===== config.mk =====
export PLATFORM = sky130hd
export DESIGN_NAME = vga_timing_gen_flat
export DESIGN_NICKNAME = d
export VERILOG_FILES = /design/src/rtl/vga_timing_gen_if.sv /design/src/rtl/vga_timing_gen.sv /design/src/flat_wrapper.sv
export SDC_FILE = /design/constraint.sdc
export NUM_CORES = 1
export LEC_CHECK = 0
export CAP_MARGIN = 20
export CORE_MARGIN = 2
export CORE_UTILIZATION = 50
export DETAILED_ROUTE_END_ITERATION = 7
export PLACE_DENSITY = 0.7
export REMOVE_ABC_BUFFERS = 1
export SYNTH_ARGS = -nofsm -noshare
export SYNTH_HDL_FRONTEND = slang
export SYNTH_SLANG_ARGS = --single-unit

===== constraint.sdc =====
create_clock -name clk -period 2.5 [get_ports clk]
set_input_delay 0.5 -clock clk [delete_from_list [all_inputs] [get_ports clk]]
set_output_delay 0.5 -clock clk [all_outputs]
set_load 0.01 [all_outputs]

===== src/rtl/vga_timing_gen_if.sv =====
// Pixel-side signal bundle of vga_timing_gen: pixel enable and pattern select in,
// sync, colour and position out. master = generator side, slave = consumer side.
interface vga_timing_gen_if #(
    parameter int unsigned COLOR_W = 2,
    parameter int unsigned X_W     = 10,
    parameter int unsigned Y_W     = 10
) ();
    logic               pix_en;
    logic [1:0]         mode;
    logic               h_sync_pulse;
    logic               v_sync_pulse;
    logic [COLOR_W-1:0] R;
    logic [COLOR_W-1:0] G;
    logic [COLOR_W-1:0] B;
    logic               active;
    logic [X_W-1:0]     x;
    logic [Y_W-1:0]     y;
    logic               frame_start;

    modport master (
        input  pix_en, mode,
        output h_sync_pulse, v_sync_pulse, R, G, B, active, x, y, frame_start
    );

    modport slave (
        output pix_en, mode,
        input  h_sync_pulse, v_sync_pulse, R, G, B, active, x, y, frame_start
    );
endinterface


===== src/rtl/vga_timing_gen.sv =====
// Parametrised VGA timing and test-pattern generator with registered outputs.
// Optional macro VGA_BORDER_EN forces a full-white one-pixel frame around the active area.
module vga_timing_gen #(
    parameter int unsigned H_ACTIVE  = 640,
    parameter int unsigned H_FP      = 16,
    parameter int unsigned H_SYNC    = 96,
    parameter int unsigned H_BP      = 48,
    parameter int unsigned V_ACTIVE  = 480,
    parameter int unsigned V_FP      = 10,
    parameter int unsigned V_SYNC    = 2,
    parameter int unsigned V_BP      = 33,
    parameter bit          HSYNC_POL = 1'b0,
    parameter bit          VSYNC_POL = 1'b0,
    parameter int unsigned COLOR_W   = 2,
    parameter int unsigned X_W       = 10,
    parameter int unsigned Y_W       = 10
) (
    input  logic                clk,
    input  logic                rst,
    vga_timing_gen_if.master    vga
);
    localparam int unsigned H_TOTAL = H_ACTIVE + H_FP + H_SYNC + H_BP;
    localparam int unsigned V_TOTAL = V_ACTIVE + V_FP + V_SYNC + V_BP;
    localparam int unsigned BAR_W   = H_ACTIVE / 8;
    localparam logic [COLOR_W-1:0] FULL = '1;

    logic [X_W-1:0]     h_cnt_q, h_cnt_d;
    logic [Y_W-1:0]     v_cnt_q, v_cnt_d;
    logic [X_W-1:0]     bar_cnt_q, bar_cnt_d;
    logic [2:0]         bar_idx_q, bar_idx_d;
    logic [1:0]         mode_q, mode_d;
    logic               hs_q, hs_d;
    logic               vs_q, vs_d;
    logic [COLOR_W-1:0] r_q, r_d, g_q, g_d, b_q, b_d;
    logic               active_q, active_d;
    logic [X_W-1:0]     x_q, x_d;
    logic [Y_W-1:0]     y_q, y_d;
    logic               fs_q, fs_d;

    logic [31:0]        h_ext, v_ext;
    logic               at_origin, vis, h_wrap, v_wrap;
    logic [1:0]         mode_eff;
    logic [COLOR_W-1:0] pat_r, pat_g, pat_b;

    always_comb begin
        h_cnt_d   = h_cnt_q;
        v_cnt_d   = v_cnt_q;
        bar_cnt_d = bar_cnt_q;
        bar_idx_d = bar_idx_q;
        mode_d    = mode_q;
        hs_d      = hs_q;
        vs_d      = vs_q;
        r_d       = r_q;
        g_d       = g_q;
        b_d       = b_q;
        active_d  = active_q;
        x_d       = x_q;
        y_d       = y_q;
        fs_d      = fs_q;

        h_ext     = 32'(h_cnt_q);
        v_ext     = 32'(v_cnt_q);
        at_origin = (h_cnt_q == '0) && (v_cnt_q == '0);
        h_wrap    = (h_ext == H_TOTAL - 1);
        v_wrap    = (v_ext == V_TOTAL - 1);
        vis       = (h_ext < H_ACTIVE) && (v_ext < V_ACTIVE);
        // The origin pixel already uses the mode being sampled, so a frame is one pattern.
        mode_eff  = at_origin ? vga.mode : mode_q;

        pat_r = '0;
        pat_g = '0;
        pat_b = '0;
        if (vis) begin
            case (mode_eff)
                2'd0: ;
                2'd1: begin
                    pat_r = bar_idx_q[2] ? FULL : '0;
                    pat_g = bar_idx_q[1] ? FULL : '0;
                    pat_b = bar_idx_q[0] ? FULL : '0;
                end
                2'd2: begin
                    pat_r = (h_cnt_q[5] ^ v_cnt_q[5]) ? FULL : '0;
                    pat_g = pat_r;
                    pat_b = pat_r;
                end
                2'd3: begin
                    pat_r = h_cnt_q[COLOR_W+4:5];
                    pat_g = v_cnt_q[COLOR_W+4:5];
                end
            endcase
`ifdef VGA_BORDER_EN
            if ((h_ext == 0) || (h_ext == H_ACTIVE - 1) ||
                (v_ext == 0) || (v_ext == V_ACTIVE - 1)) begin
                pat_r = FULL;
                pat_g = FULL;
                pat_b = FULL;
            end
`endif
        end

        if (vga.pix_en) begin
            active_d = vis;
            r_d      = pat_r;
            g_d      = pat_g;
            b_d      = pat_b;
            x_d      = h_cnt_q;
            y_d      = v_cnt_q;
            fs_d     = at_origin;
            hs_d     = ((h_ext >= H_ACTIVE + H_FP) && (h_ext < H_ACTIVE + H_FP + H_SYNC))
                       ? HSYNC_POL : ~HSYNC_POL;
            vs_d     = ((v_ext >= V_ACTIVE + V_FP) && (v_ext < V_ACTIVE + V_FP + V_SYNC))
                       ? VSYNC_POL : ~VSYNC_POL;
            if (at_origin) mode_d = vga.mode;

            // Bar index tracks h_cnt incrementally and saturates at 7 instead of dividing.
            if (h_wrap) begin
                h_cnt_d   = '0;
                bar_cnt_d = '0;
                bar_idx_d = '0;
                v_cnt_d   = v_wrap ? '0 : v_cnt_q + Y_W'(1);
            end else begin
                h_cnt_d = h_cnt_q + X_W'(1);
                if (32'(bar_cnt_q) == BAR_W - 1) begin
                    bar_cnt_d = '0;
                    if (bar_idx_q != 3'd7) bar_idx_d = bar_idx_q + 3'd1;
                end else begin
                    bar_cnt_d = bar_cnt_q + X_W'(1);
                end
            end
        end
    end

    always_ff @(posedge clk or posedge rst) begin
        if (rst) begin
            h_cnt_q   <= '0;
            v_cnt_q   <= '0;
            bar_cnt_q <= '0;
            bar_idx_q <= '0;
            mode_q    <= '0;
            hs_q      <= ~HSYNC_POL;
            vs_q      <= ~VSYNC_POL;
            r_q       <= '0;
            g_q       <= '0;
            b_q       <= '0;
            active_q  <= 1'b0;
            x_q       <= '0;
            y_q       <= '0;
            fs_q      <= 1'b0;
        end else begin
            h_cnt_q   <= h_cnt_d;
            v_cnt_q   <= v_cnt_d;
            bar_cnt_q <= bar_cnt_d;
            bar_idx_q <= bar_idx_d;
            mode_q    <= mode_d;
            hs_q      <= hs_d;
            vs_q      <= vs_d;
            r_q       <= r_d;
            g_q       <= g_d;
            b_q       <= b_d;
            active_q  <= active_d;
            x_q       <= x_d;
            y_q       <= y_d;
            fs_q      <= fs_d;
        end
    end

    assign vga.h_sync_pulse = hs_q;
    assign vga.v_sync_pulse = vs_q;
    assign vga.R            = r_q;
    assign vga.G            = g_q;
    assign vga.B            = b_q;
    assign vga.active       = active_q;
    assign vga.x            = x_q;
    assign vga.y            = y_q;
    assign vga.frame_start  = fs_q;
endmodule


===== src/flat_wrapper.sv =====
// flat-port wrapper written by rule: the top's interface ports become plain ports
module vga_timing_gen_flat 
#(
    parameter int unsigned H_ACTIVE  = 640,
    parameter int unsigned H_FP      = 16,
    parameter int unsigned H_SYNC    = 96,
    parameter int unsigned H_BP      = 48,
    parameter int unsigned V_ACTIVE  = 480,
    parameter int unsigned V_FP      = 10,
    parameter int unsigned V_SYNC    = 2,
    parameter int unsigned V_BP      = 33,
    parameter bit          HSYNC_POL = 1'b0,
    parameter bit          VSYNC_POL = 1'b0,
    parameter int unsigned COLOR_W   = 2,
    parameter int unsigned X_W       = 10,
    parameter int unsigned Y_W       = 10
)
  (clk, rst, vga_pix_en, vga_mode, vga_h_sync_pulse, vga_v_sync_pulse, vga_R, vga_G, vga_B, vga_active, vga_x, vga_y, vga_frame_start);
  vga_timing_gen_if #(.COLOR_W(COLOR_W), .X_W(X_W), .Y_W(Y_W)) vga_i ();
  input  logic clk;
  input  logic rst;
  input wire logic [$bits(vga_i.pix_en)-1:0] vga_pix_en;
  input wire logic [$bits(vga_i.mode)-1:0] vga_mode;
  output wire logic [$bits(vga_i.h_sync_pulse)-1:0] vga_h_sync_pulse;
  output wire logic [$bits(vga_i.v_sync_pulse)-1:0] vga_v_sync_pulse;
  output wire logic [$bits(vga_i.R)-1:0] vga_R;
  output wire logic [$bits(vga_i.G)-1:0] vga_G;
  output wire logic [$bits(vga_i.B)-1:0] vga_B;
  output wire logic [$bits(vga_i.active)-1:0] vga_active;
  output wire logic [$bits(vga_i.x)-1:0] vga_x;
  output wire logic [$bits(vga_i.y)-1:0] vga_y;
  output wire logic [$bits(vga_i.frame_start)-1:0] vga_frame_start;
  assign vga_i.pix_en = vga_pix_en;
  assign vga_i.mode = vga_mode;
  assign vga_h_sync_pulse = vga_i.h_sync_pulse;
  assign vga_v_sync_pulse = vga_i.v_sync_pulse;
  assign vga_R = vga_i.R;
  assign vga_G = vga_i.G;
  assign vga_B = vga_i.B;
  assign vga_active = vga_i.active;
  assign vga_x = vga_i.x;
  assign vga_y = vga_i.y;
  assign vga_frame_start = vga_i.frame_start;
  vga_timing_gen #(.H_ACTIVE(H_ACTIVE), .H_FP(H_FP), .H_SYNC(H_SYNC), .H_BP(H_BP), .V_ACTIVE(V_ACTIVE), .V_FP(V_FP), .V_SYNC(V_SYNC), .V_BP(V_BP), .HSYNC_POL(HSYNC_POL), .VSYNC_POL(VSYNC_POL), .COLOR_W(COLOR_W), .X_W(X_W), .Y_W(Y_W)) u_core (.clk(clk), .rst(rst), .vga(vga_i));
endmodule

# == Yosys cells after proc, flatten, opt, wreduce, memory -nomap -nowiden ==
# Index checks and enable logic that the tools add are counted.
# op_classes
n_reduce_logical,10
magnitude_cmp,6
n_eq_ne,7
n_bitwise,1
n_addsub,4
muxes,20
# ops
operator,count
2-to-1 mux 10 bit,4
"adder 10 x 1 -> 10 bit, second input constant",3
"== test 10 bit, second input constant",2
logical NOT 10 bit,2
"less-than comparator 10 bit, second input constant",2
"less-than comparator 10 x 9 -> 1 bit, second input constant",2
2-to-1 mux 2 bit,8
case mux 2 bit (3 select lines),2
"== test 10 x 7 -> 1 bit, second input constant",1
">= comparator 10 bit, second input constant",1
">= comparator 10 x 9 -> 1 bit, second input constant",1
2-to-1 mux 3 bit,3
"== test 2 bit, second input constant",2
logical AND 1 bit,4
case mux 2 bit (2 select lines),1
nonzero test 2 bit,2
"adder 3 x 1 -> 3 bit, second input constant",1
"inequality test 3 bit, second input constant",1
AND reduction 3 bit,1
"== test 2 x 1 -> 1 bit, second input constant",1
2-to-1 mux 1 bit,2
AND reduction 2 bit,1
bitwise XOR 1 bit,1
# word_totals
ff_bits,65
out_inout_bits,30
wordCells,62
in_bits,5

# == Longest topological paths before layout ==
# Gate-level depths: netlist of the first run.
# depth
word_depth,6
ltp_mapped,8
ltp_nobuf,7

# == Least setup slack after synthesis of the first run ==
# OpenSTA, ideal clock, no wires.
# synth_path
kind,reg-to-reg
startpoint,register u_core.v_cnt_q[5]
endpoint,register u_core.mode_q[0]
setup_ps,125
t_arrival_ps,1720
path_slack_ps,655
synth_period_minus_slack_ps,1845
path_buffers,2
t_required_ps,2375
path_stages_with_launch,8
cell_sequence,dfrtp_1 buf_6 or4_4 nor2_4 and2_1 buf_4 nand2_4 mux2_4
# synth_via
elab_chain_cells,3
# synth_rtl
element,line_no,text
"start, declared",vga_timing_gen.sv:28,"logic [Y_W-1:0] v_cnt_q, v_cnt_d;"
"start signal, assigned",vga_timing_gen.sv:151,v_cnt_q <= v_cnt_d;
logical NOT 10 bit,vga_timing_gen.sv:63,at_origin = (h_cnt_q == '0) && (v_cnt_q == '0);
logical AND 1 bit,vga_timing_gen.sv:63,
2-to-1 mux 2 bit,-,
"end signal, assigned",vga_timing_gen.sv:154,mode_q <= mode_d;
"end, declared",vga_timing_gen.sv:31,"logic [1:0] mode_q, mode_d;"
# No other way between the ends.
# A chain may end at the register's enable or synchronous reset.

# == Worst setup path after layout of the first run ==
# layout_path
startpoint,register u_core.h_cnt_q[0]
endpoint,register u_core.mode_q[1]
# layout_via
elab_chain_cells,3
# layout_rtl
element,line_no,text
"start, declared",vga_timing_gen.sv:27,"logic [X_W-1:0] h_cnt_q, h_cnt_d;"
"start signal, assigned",vga_timing_gen.sv:150,h_cnt_q <= h_cnt_d;
logical NOT 10 bit,vga_timing_gen.sv:63,
logical AND 1 bit,vga_timing_gen.sv:63,
2-to-1 mux 2 bit,-,
# No other way between the ends.

==> results of run 1 <==
[layout make-up]
cell class / count / area share
Sequential cell: 64 / 0.4112
Multi-Input combinational cell: 211 / 0.3836
Timing Repair Buffer: 43 / 0.1065
Clock buffer: 14 / 0.04426
Tap cell: 77 / 0.02470
Clock inverter: 2 / 0.01539
Inverter: 15 / 0.01443
[power by group through the flow]
stage	sequential [mW]	clock (mW)	combinational (mW)
floorplan	1.30	0	0.259
global placement	1.31	0	0.451
detailed placement	1.31	0	0.458
CTS	1.29	1.05	0.462
global route	1.31	1.09	0.512
finish	1.29	1.02	0.455
[critical path, cell delays in order (launching register included)]
cell and delay [ps]:
dfrtp_1 440, inv_1 80, ha_1 160, nor4b_1 280, and3_1 260, and2_1 310
nand2_4 100, mux2_4 300
[placed cells by master (no fill, tap or decap), types with 7 or more instances in the layout]
| cell type | instances |
|---|---|
| xnor2_1 | 10 |
| inv_1 | 13 |
| nand4_1 | 11 |
| dfrtp_1 | 62 |
| o21ai_0 | 20 |
| nor2_1 | 11 |
| buf_4 | 8 |
| ha_1 | 7 |
| mux2_2 | 20 |
| a21oi_1 | 7 |
| nand2_1 | 35 |
| and3_1 | 10 |
| clkdlybuf4s50_1 | 33 |
| clkbuf_8 | 12 |
[Yosys cell counts (3+ instances only)]
master / n
nor4_1: 4
dfrtp_1: 62
and3_1: 10
xor2_1: 5
inv_1: 14
nor2_1: 11
nand2_1: 35
nor2b_1: 3
xnor2_1: 10
o221ai_1: 5
buf_4: 3
buf_6: 3
o31ai_1: 5
clkbuf_1: 7
a21o_1: 4
and2_1: 6
a21oi_1: 7
buf_2: 5
and4_1: 4
nor3_1: 6
ha_1: 7
nand3_1: 6
o21ai_0: 20
nand4_1: 11
mux2_2: 20
[registers in the layout (all words and copies together) (netlist names)]
name                     cells
u_core.vga.frame_start       1
u_core.vga.x                10
u_core.v_cnt_q              10
u_core.h_cnt_q              10
u_core.vga.B                 1
u_core.vga.R                 2
u_core.vga.v_sync_pulse      1
u_core.vga.G                 2
u_core.vga.active            1
u_core.mode_q                2
u_core.bar_idx_q             3
u_core.vga.y                10
u_core.bar_cnt_q            10
u_core.vga.h_sync_pulse      1
[metrics by stage]
stage                     worst slack (ps)  power (mW)  instances
after CTS                            428.4       2.803        426
after floorplan                      405.2       1.559        290
after global placement               504.2       1.756        410
final                                437.7       2.769        426
after global routing                 281.3       2.914        426
after detailed placement             452.8       1.767        410
[logic make-up (layout without fill, tap and decap cells)]
group                      after synthesis  after routing
and+or+nand+nor                        118            118
DFF                                     64             64
AOI/OAI and AO/OA                       48             48
buffers and inverters                   34             74
muxes                                   23             23
xor gates and xnor gates                15             15
adders and majority gates                7              7
[layer usage]
layer,track usage,vias to the layer above,wire length (um)
li1,-,1168,-
met1,0.2872,1144,3110
met2,0.2921,46,2799
met5,0,-,0
met4,0.08658,0,128
met3,0.02918,12,185
[worst paths after layout]
kind / startpoint / endpoint / slack [ps] / cells after the start
worst max-delay path: u_core.h_cnt_q[0] / u_core.mode_q[1] / 440 / 7
worst min-delay path: rst / u_core.vga.G[1] / 400 / 2
worst max register to register: u_core.h_cnt_q[0] / u_core.mode_q[1] / 440 / 7
worst min register to register: u_core.vga.x[4] / u_core.vga.x[4] / 480 / 1
max in group asynchronous: rst / u_core.vga.h_sync_pulse / 1540 / 3
min in group clk: u_core.vga.x[4] / u_core.vga.x[4] / 480 / 1
==> results.tsv, run 1 <==
stage	metric	value	unit
status	status	finished, final reports clean	
sta	Setup violations, final	0	
floorplan	Core Area	6350	um2
power_and_ir_drop	clock share of power	0.370	
floorplan	Die ar.	7201	um2
layout	Net count, final	356	
setup_path	crit path DAT	2290	ps
detailed_routing	initial drt markers	119	
detailed_routing	ANT nets after route	0	
layout	fin area	3901	um2
detailed_routing	Detailed Routing Iterations Pass 1	4	
layout	ANT cells	0	
layout	# fillers	542	
layout	sequential cell area	1604	um2
synth	Adder-Cell Fraction of Synth Area	0.02679	
synth	Top FF cell, synth	dfrtp_1	
placement	Post-DP Area	3669	um2
placement	gpl congestion	0.8151	
synth	distinct cell type count after synthesis	52	
sta	final hold vios	0	
synth	sequential area share after synthesis	0.4906	
setup_path	crit path max fanout	7	
setup_path	required time of the critical path	2720	ps
layout	area grow syn2layout	19.33	%
detailed_routing	WL/cell	14.61	um
floorplan	Top Ports	35	
grt	all-layer global routing usage	0.1962	
sta	Slew @ Worst Pin	671.7	ps
layout	post-layout util	0.6144	
floorplan	Initial Util	0.5149	
detailed_routing	vias	2370	
grt	largest net degree at the start of global routing	30	
grt	vias in the first global route	2372	
sta	max_slew headroom	0.5406	
detailed_routing	Residual DRC	0	
cts	clk buf depth	2	
grt	total congestion overflow	0	
cts	CTS tree	done	
floorplan	# rows	29	
power_and_ir_drop	Comb pwr share	0.164	
cts	total CTS buffers	9	
layout	ratio of cells with drive above 1 in the final layout	0.1777	
sta	RSZ-0062 raised after global routing	false	
cts	Post CTS Setup Buffer Count	0	
sta	setup TNS	0	ps
worst_hold_path	hold crit path type	in2async	
placement	I/O Buffers	34	
detailed_routing	drt via density	5.563	
detailed_routing	wirelength, routed	6223	um
power_and_ir_drop	Psw	728.3	uW
power_and_ir_drop	pwr/cell area	709.9	nW/um2
sta	Max Clk Rate	484.9	MHz
floorplan	Die Ht	84.86	um
cts	clk sinks	64	
synth	xor and xnor area share after synthesis	0.04018	
synth	ranking of synthesized cells by area	dfrtp_1, mux2_2, nand2_1	
synth	post-synthesis compound-gate area fraction	0.09682	
power_and_ir_drop	Sequential Power Share	0.466	
synth	share of synthesized area spent on multiplexers	0.08113	
synth	Post-Syn Area	3269	um2
synth	number of synthesized flops with an enable pin	0	
layout	area of the multi-input gates	1496	um2
cts	clock transition at the registers of the reported paths	70	ps
cts	post_cts resized	0	
power_and_ir_drop	Pint	2.041	mW
grt	first-pass GRT wire length	11300	um
power_and_ir_drop	Leak	1.734	nW
sta	Worst Skew	6.322	ps
synth	Cells after Synth	309	
synth	dominant cell type by area after synthesis	dfrtp_1	
run	max-cap viol count	0	
cts	clock root buffer master	clkbuf_8	
grt	initial antenna violation count	0	
synth	fraction of registers with async set/reset	1.000	
setup_path	endpoint type of the worst setup path	flip-flop	
synth	synth warn	0	
synth	top cell type's share of synthesized area	0.4746	
sta	Final min period	2062	ps
synth	Yosys reg bits	64	
synth	syn_area_per_cell	10.58	um2
setup_path	Worst setup SP type	flip-flop	
power_and_ir_drop	Switching Share	0.2630	
sta	fin crit share	0.8249	
placement	post-DP HPWL	4361	um
cts	Clock Latency Late Sink	340	ps
setup_path	Crit Path Category	reg2reg	
synth	largest family of logic cells by synthesized area	simple AND/OR/NAND/NOR gates	
cts	CTS Hold Bufs	0	
cts	H-tree Lvls	3	
synth	simple-gate portion of the synthesized area	0.2128	
power_and_ir_drop	worst vdd rail ir drop	0.0005493	V
sta	WHS	395.8	ps
floorplan	Die Width	84.86	um
sta	Final Max Tran Viols	0	
No activity file was read; power rests on OpenSTA's default activity.
==> inputs of run 2 (changes only) <==
- PLACE_DENSITY: 0.7 -> 0.73
- clock period: 2.5 -> 1.7 ns (I/O delays scaled with it)
==> run 2 against run 1 <==
Sequential share of layout area fell by 7.1 points. Register-to-register slack worse by 630 ps. Worst setup slack worse by 630 ps. The run now ends with negative setup slack left. Wire length grew 35%. Cell count rose by 15%. Clock skew is 2.3 ps lower. Critical path depth did not move. Sequential power rose by 44%. Highest routed layer unchanged. Die area did not move. Utilization increased by 13 points.
==> results.tsv, run 2 (synthesis gave the netlist of run 1 again) <==
stage	metric	value	unit
sta	Setup violations, final	23	
power_and_ir_drop	clock share of power	0.332	
setup_path	worst flop-to-flop path startpoint	u_core.h_cnt_q[1]	
cts	CTS tree	done	
placement	post-DP HPWL	5104	um
setup_path	FF-to-FF End	u_core.vga.B[0]	
sta	final hold vios	0	
setup_path	Slowest-stage cell, CP	dfrtp_1	
setup_path	Crit Path Category	reg2reg	
detailed_routing	WL/cell	17.23	um
floorplan	Initial Util	0.5149	
power_and_ir_drop	Switching Share	0.2870	
run	max-cap viol count	0	
setup_path	critical path cell sequence	inv_2 -> ha_4 -> nor4b_4 -> and3_4 -> and2_4 -> mux2i_1 -> o221ai_1	
power_and_ir_drop	pwr/cell area	985.7	nW/um2
setup_path	Worst Path Buf+Inv	1	
grt	first-pass GRT wire length	13010	um
setup_path	crit path max fanout	5	
status	status	finished with violations	
detailed_routing	Detailed Routing Iterations Pass 1	4	
setup_path	Worst R2R Setup Slack	-190	ps
layout	Non-Filler Instances	489	
grt	vias in the first global route	2674	
layout	most common cell after layout, fill and taps aside	dfrtp_1	
grt	largest net degree at the start of global routing	65	
power_and_ir_drop	Sequential Power Share	0.400	
cts	clk sinks	64	
cts	clock transition at the registers of the reported paths	70	ps
detailed_routing	drt via density	5.751	
sta	fin crit share	1.113	
floorplan	Core Area	6350	um2
layout	commonest cells after routing, fill and taps aside	dfrtp_1, buf_4, nand2_1	
layout	ANT cells	0	
floorplan	Die Ht	84.86	um
power_and_ir_drop	Psw	1.334	mW
layout	Net count, final	419	
setup_path	critical path's largest stage delay	430	ps
detailed_routing	Residual DRC	0	
worst_hold_path	Hold EP	u_core.h_cnt_q[4]	
layout	fin area	4713	um2
sta	Final Max Tran Viols	0	
power_and_ir_drop	worst vdd rail ir drop	0.001113	V
cts	CTS Hold Bufs	0	
placement	Placed Cells	457	
cts	clock root buffer master	clkbuf_8	
setup_path	crit path DAT	2110	ps
placement	Place WS	-310.1	ps
sta	RSZ-0062 raised after global routing	true	
sta	setup TNS	-2386	ps
setup_path	endpoint type of the worst setup path	flip-flop	
setup_path	Worst R2R Path Depth	7	
sta	Final min period	1892	ps
detailed_routing	ANT nets after route	0	
cts	Clock Latency Late Sink	340	ps
sta	max_slew headroom	0.5704	
worst_hold_path	hold crit path type	in2reg	
power_and_ir_drop	Leak	2.135	nW
cts	clk buf depth	2	
placement	gpl congestion	0.8314	
floorplan	Die ar.	7201	um2
sta	Max Clk Rate	528.6	MHz
floorplan	# rows	29	
grt	total congestion overflow	0	
sta	setup ws final	-191.9	ps
status	violated checks	negative setup slack	
sta	Slew @ Worst Pin	643.0	ps
setup_path	required time of the critical path	1920	ps
layout	post-layout util	0.7423	
placement	I/O Buffers	34	
grt	initial antenna violation count	0	
power_and_ir_drop	Comb pwr share	0.268	
sta	WHS	338.7	ps
layout	# fillers	381	
setup_path	Worst setup SP type	flip-flop	
detailed_routing	vias	2812	
detailed_routing	wirelength, routed	8425	um
worst_hold_path	hold depth	3	
worst_hold_path	worst hold start	vga_pix_en	
cts	H-tree Lvls	3	
setup_path	CP top delay family	simple AND/OR/NAND/NOR gates	
floorplan	Top Ports	35	
placement	Post-DP Area	4021	um2
floorplan	Die Width	84.86	um
sta	Worst Skew	3.994	ps
power_and_ir_drop	Pint	3.313	mW
grt	all-layer global routing usage	0.2337	
layout	area grow syn2layout	44.16	%
cts	total CTS buffers	9	
detailed_routing	initial drt markers	129	
layout	ratio of cells with drive above 1 in the final layout	0.3956	
power_and_ir_drop	Total Power	4.646	mW
run 2: worst max path at each step:
stage / end / slack [ps] / start / cells after the start
final: u_core.vga.B[0] / -190 / u_core.h_cnt_q[1] / 7
after global routing: u_core.vga.B[0] / -300 / u_core.h_cnt_q[1] / 7
after CTS: u_core.vga.R[1] / -60 / u_core.v_cnt_q[6] / 6
after detailed placement: u_core.vga.R[1] / -310 / u_core.h_cnt_q[1] / 8
after global placement: u_core.mode_q[0] / -220 / u_core.h_cnt_q[1] / 7
after floorplan: u_core.bar_cnt_q[0] / -230 / rst / 1
run 2: tightest hold or removal path, cell delays in order:
cell     delay, ps
buf_2          160
nand2_1         80
xnor2_1         60
run 2: final cells by class:
| type | instances | area, um2 | share of cell area |
|---|---|---|---|
| clock buffer | 14 | 172.7 | 0.03663 |
| clock inverter | 2 | 60.06 | 0.01274 |
| inverter | 15 | 56.30 | 0.01195 |
| multi-input combinational | 211 | 1770 | 0.3756 |
| sequential | 64 | 1604 | 0.3403 |
| tap | 77 | 96.34 | 0.02044 |
| timing repair buffer | 106 | 953.4 | 0.2023 |
run 2: what timing repair did:
item,CTS,global route
setup endpoints to repair,27,29
pin swaps,24,28
buffers inserted,7,13
gates resized for setup,38,51
run 2: metal layers:
metal  GRT usage  vias to the layer above  part of all wire
met1      0.3202                     1423              0.43
met4      0.1241                        0             0.028
met2      0.3465                       78              0.51
met3     0.05642                       20             0.039
li1            -                     1291                 -
met5           0                        -                 0
run 2: power groups by stage:
stage	Clock (mW)	Combinational [mW]	Sequential, mW
after floorplan	0	0.381	1.91
final	1.54	1.25	1.86
after global placement	0	0.943	1.84
after global routing	1.64	1.33	1.88
after detailed placement	0	0.974	1.85
after CTS	1.56	1.09	1.83
==> inputs of run 3 (changes only) <==
- CORE_ASPECT_RATIO: unset -> 1.2
- CORE_MARGIN: 2 -> unset
- CTS_CLUSTER_DIAMETER: unset -> 150
==> run 3 against run 2 <==
The run still ends with negative setup slack left. Sequential share of layout area increased by 0.71 points. Combinational power shrank 6%. Non-clock buffer count shrank 5. Critical path depth is 1 higher. Die area down 4.6%. Cell count unchanged. Largest cell class unchanged. Global-route usage is 2.1 points higher. First-iteration DRC count increased by 12%. Hold slack improved by 40 ps.
==> results.tsv, run 3 (synthesis gave the netlist of run 1 again) <==
stage	metric	value	unit
status	status	finished with violations	
setup_path	crit path DAT	2050	ps
detailed_routing	ANT nets after route	0	
floorplan	Core Area	6167	um2
setup_path	Worst R2R Path Depth	8	
detailed_routing	wirelength, routed	8124	um
floorplan	Initial Util	0.5301	
status	violated checks	negative setup slack	
power_and_ir_drop	worst vdd rail ir drop	0.0005189	V
detailed_routing	vias	2737	
sta	fin crit share	1.076	
setup_path	FF-to-FF End	u_core.bar_idx_q[0]	
cts	clock root buffer master	clkbuf_8	
layout	most common cell after layout, fill and taps aside	dfrtp_1	
sta	Worst Skew	9.768	ps
cts	CTS tree	done	
sta	Final Max Tran Viols	0	
cts	total CTS buffers	9	
placement	I/O Buffers	34	
detailed_routing	initial drt markers	144	
grt	vias in the first global route	2763	
setup_path	Worst setup SP type	flip-flop	
grt	largest net degree at the start of global routing	65	
sta	Max Clk Rate	546.9	MHz
detailed_routing	drt via density	5.597	
power_and_ir_drop	pwr/cell area	905.4	nW/um2
floorplan	Top Ports	35	
detailed_routing	Detailed Routing Iterations Pass 1	4	
setup_path	Worst Setup SP	u_core.h_cnt_q[1]	
layout	ANT cells	0	
grt	first-pass GRT wire length	13100	um
floorplan	Die Width	75.82	um
layout	Non-Filler Instances	489	
detailed_routing	WL/cell	16.61	um
sta	RSZ-0062 raised after global routing	true	
sta	Slew @ Worst Pin	520.6	ps
cts	clock transition at the registers of the reported paths	70	ps
power_and_ir_drop	Total Power	4.180	mW
sta	max_slew headroom	0.6522	
floorplan	Die ar.	6867	um2
sta	final hold vios	0	
floorplan	Die Ht	90.58	um
setup_path	Crit Path Category	reg2reg	
cts	clk buf depth	2	
worst_hold_path	hold crit path type	in2async	
setup_path	required time of the critical path	1920	ps
layout	area grow syn2layout	41.22	%
detailed_routing	Residual DRC	0	
placement	gpl congestion	0.8548	
sta	setup ws final	-128.6	ps
grt	total congestion overflow	0	
placement	Placed Cells	459	
setup_path	critical path capture point	u_core.bar_idx_q[0]	
setup_path	worst flop-to-flop path startpoint	u_core.h_cnt_q[1]	
cts	Clock Latency Late Sink	350	ps
layout	Net count, final	414	
setup_path	crit path max fanout	3	
layout	ratio of cells with drive above 1 in the final layout	0.3956	
cts	H-tree Lvls	3	
grt	all-layer global routing usage	0.2550	
sta	Setup violations, final	19	
placement	post-DP HPWL	5034	um
power_and_ir_drop	Leak	2.079	nW
layout	fin area	4617	um2
sta	setup TNS	-1324	ps
grt	initial antenna violation count	0	
run	max-cap viol count	0	
cts	clk sinks	64	
setup_path	endpoint type of the worst setup path	flip-flop	
cts	CTS Hold Bufs	0	
floorplan	# rows	31	
placement	Post-DP Area	4005	um2
layout	commonest cells after routing, fill and taps aside	dfrtp_1, buf_4, nand2_1	
setup_path	Worst R2R Setup Slack	-130	ps
placement	Place WS	-335.9	ps
sta	Final min period	1829	ps
## run 3: worst min-delay path by stage
stage	startpoint	endpoint	slack (ps)	depth (start not counted)
CTS	vga_pix_en	u_core.vga.active	390	3
global route	vga_pix_en	u_core.vga.active	400	3
finish	rst	u_core.vga.B[0]	380	3
floorplan	vga_pix_en	u_core.vga.v_sync_pulse	420	1
detailed placement	u_core.vga.active	u_core.vga.active	480	1
global placement	u_core.vga.active	u_core.vga.active	470	1
## run 3: what timing repair did
item                                    4_1_cts  5_1_grt
pin swaps                                    15       19
gates resized for setup                      47       45
buffers inserted                             12        4
endpoints found under the setup margin       30       34
cloned                                        1        0
## run 3: layer usage
layer	wire, um	track usage	share of wire	vias up
met1	3401	0.3221	0.42	1380
li1	-	-	-	1277
met5	0	0	0	-
met2	4305	0.3982	0.53	66
met3	286	0.06250	0.035	14
met4	130	0.1265	0.016	0
## run 3: critical path, cell delays in order, from the launching register on
cell	delay, ps
dfrtp_1	390
buf_6	130
ha_4	140
buf_6	90
and3_4	180
nand4_1	130
a21oi_2	250
o21ai_2	120
mux2_4	280
## run 3: final cells by class
| type | count | area, um2 |
|---|---|---|
| multi-input combinational | 211 | 1783 |
| sequential | 64 | 1604 |
| fill | 387 | 1550 |
| timing repair buffer | 101 | 904.6 |
| clock buffer | 13 | 148.9 |
| tap | 82 | 102.6 |
| inverter | 15 | 56.30 |
| clock inverter | 3 | 17.52 |
## run 3: power by group
part	switching, mW	internal, mW
combinational	0.544	0.632
sequential	0.157	1.70
clock	0.584	0.566
total	1.28	2.90
## run 3: stage by stage
stage	util	hold slack, ps
5_1_grt	0.7486	404.7
6_report	0.7486	379.1
2_1_floorplan	-	423.9
3_5_place_dp	0.6494	483.3
3_3_place_gp	0.6494	468.3
4_1_cts	0.7184	385.1
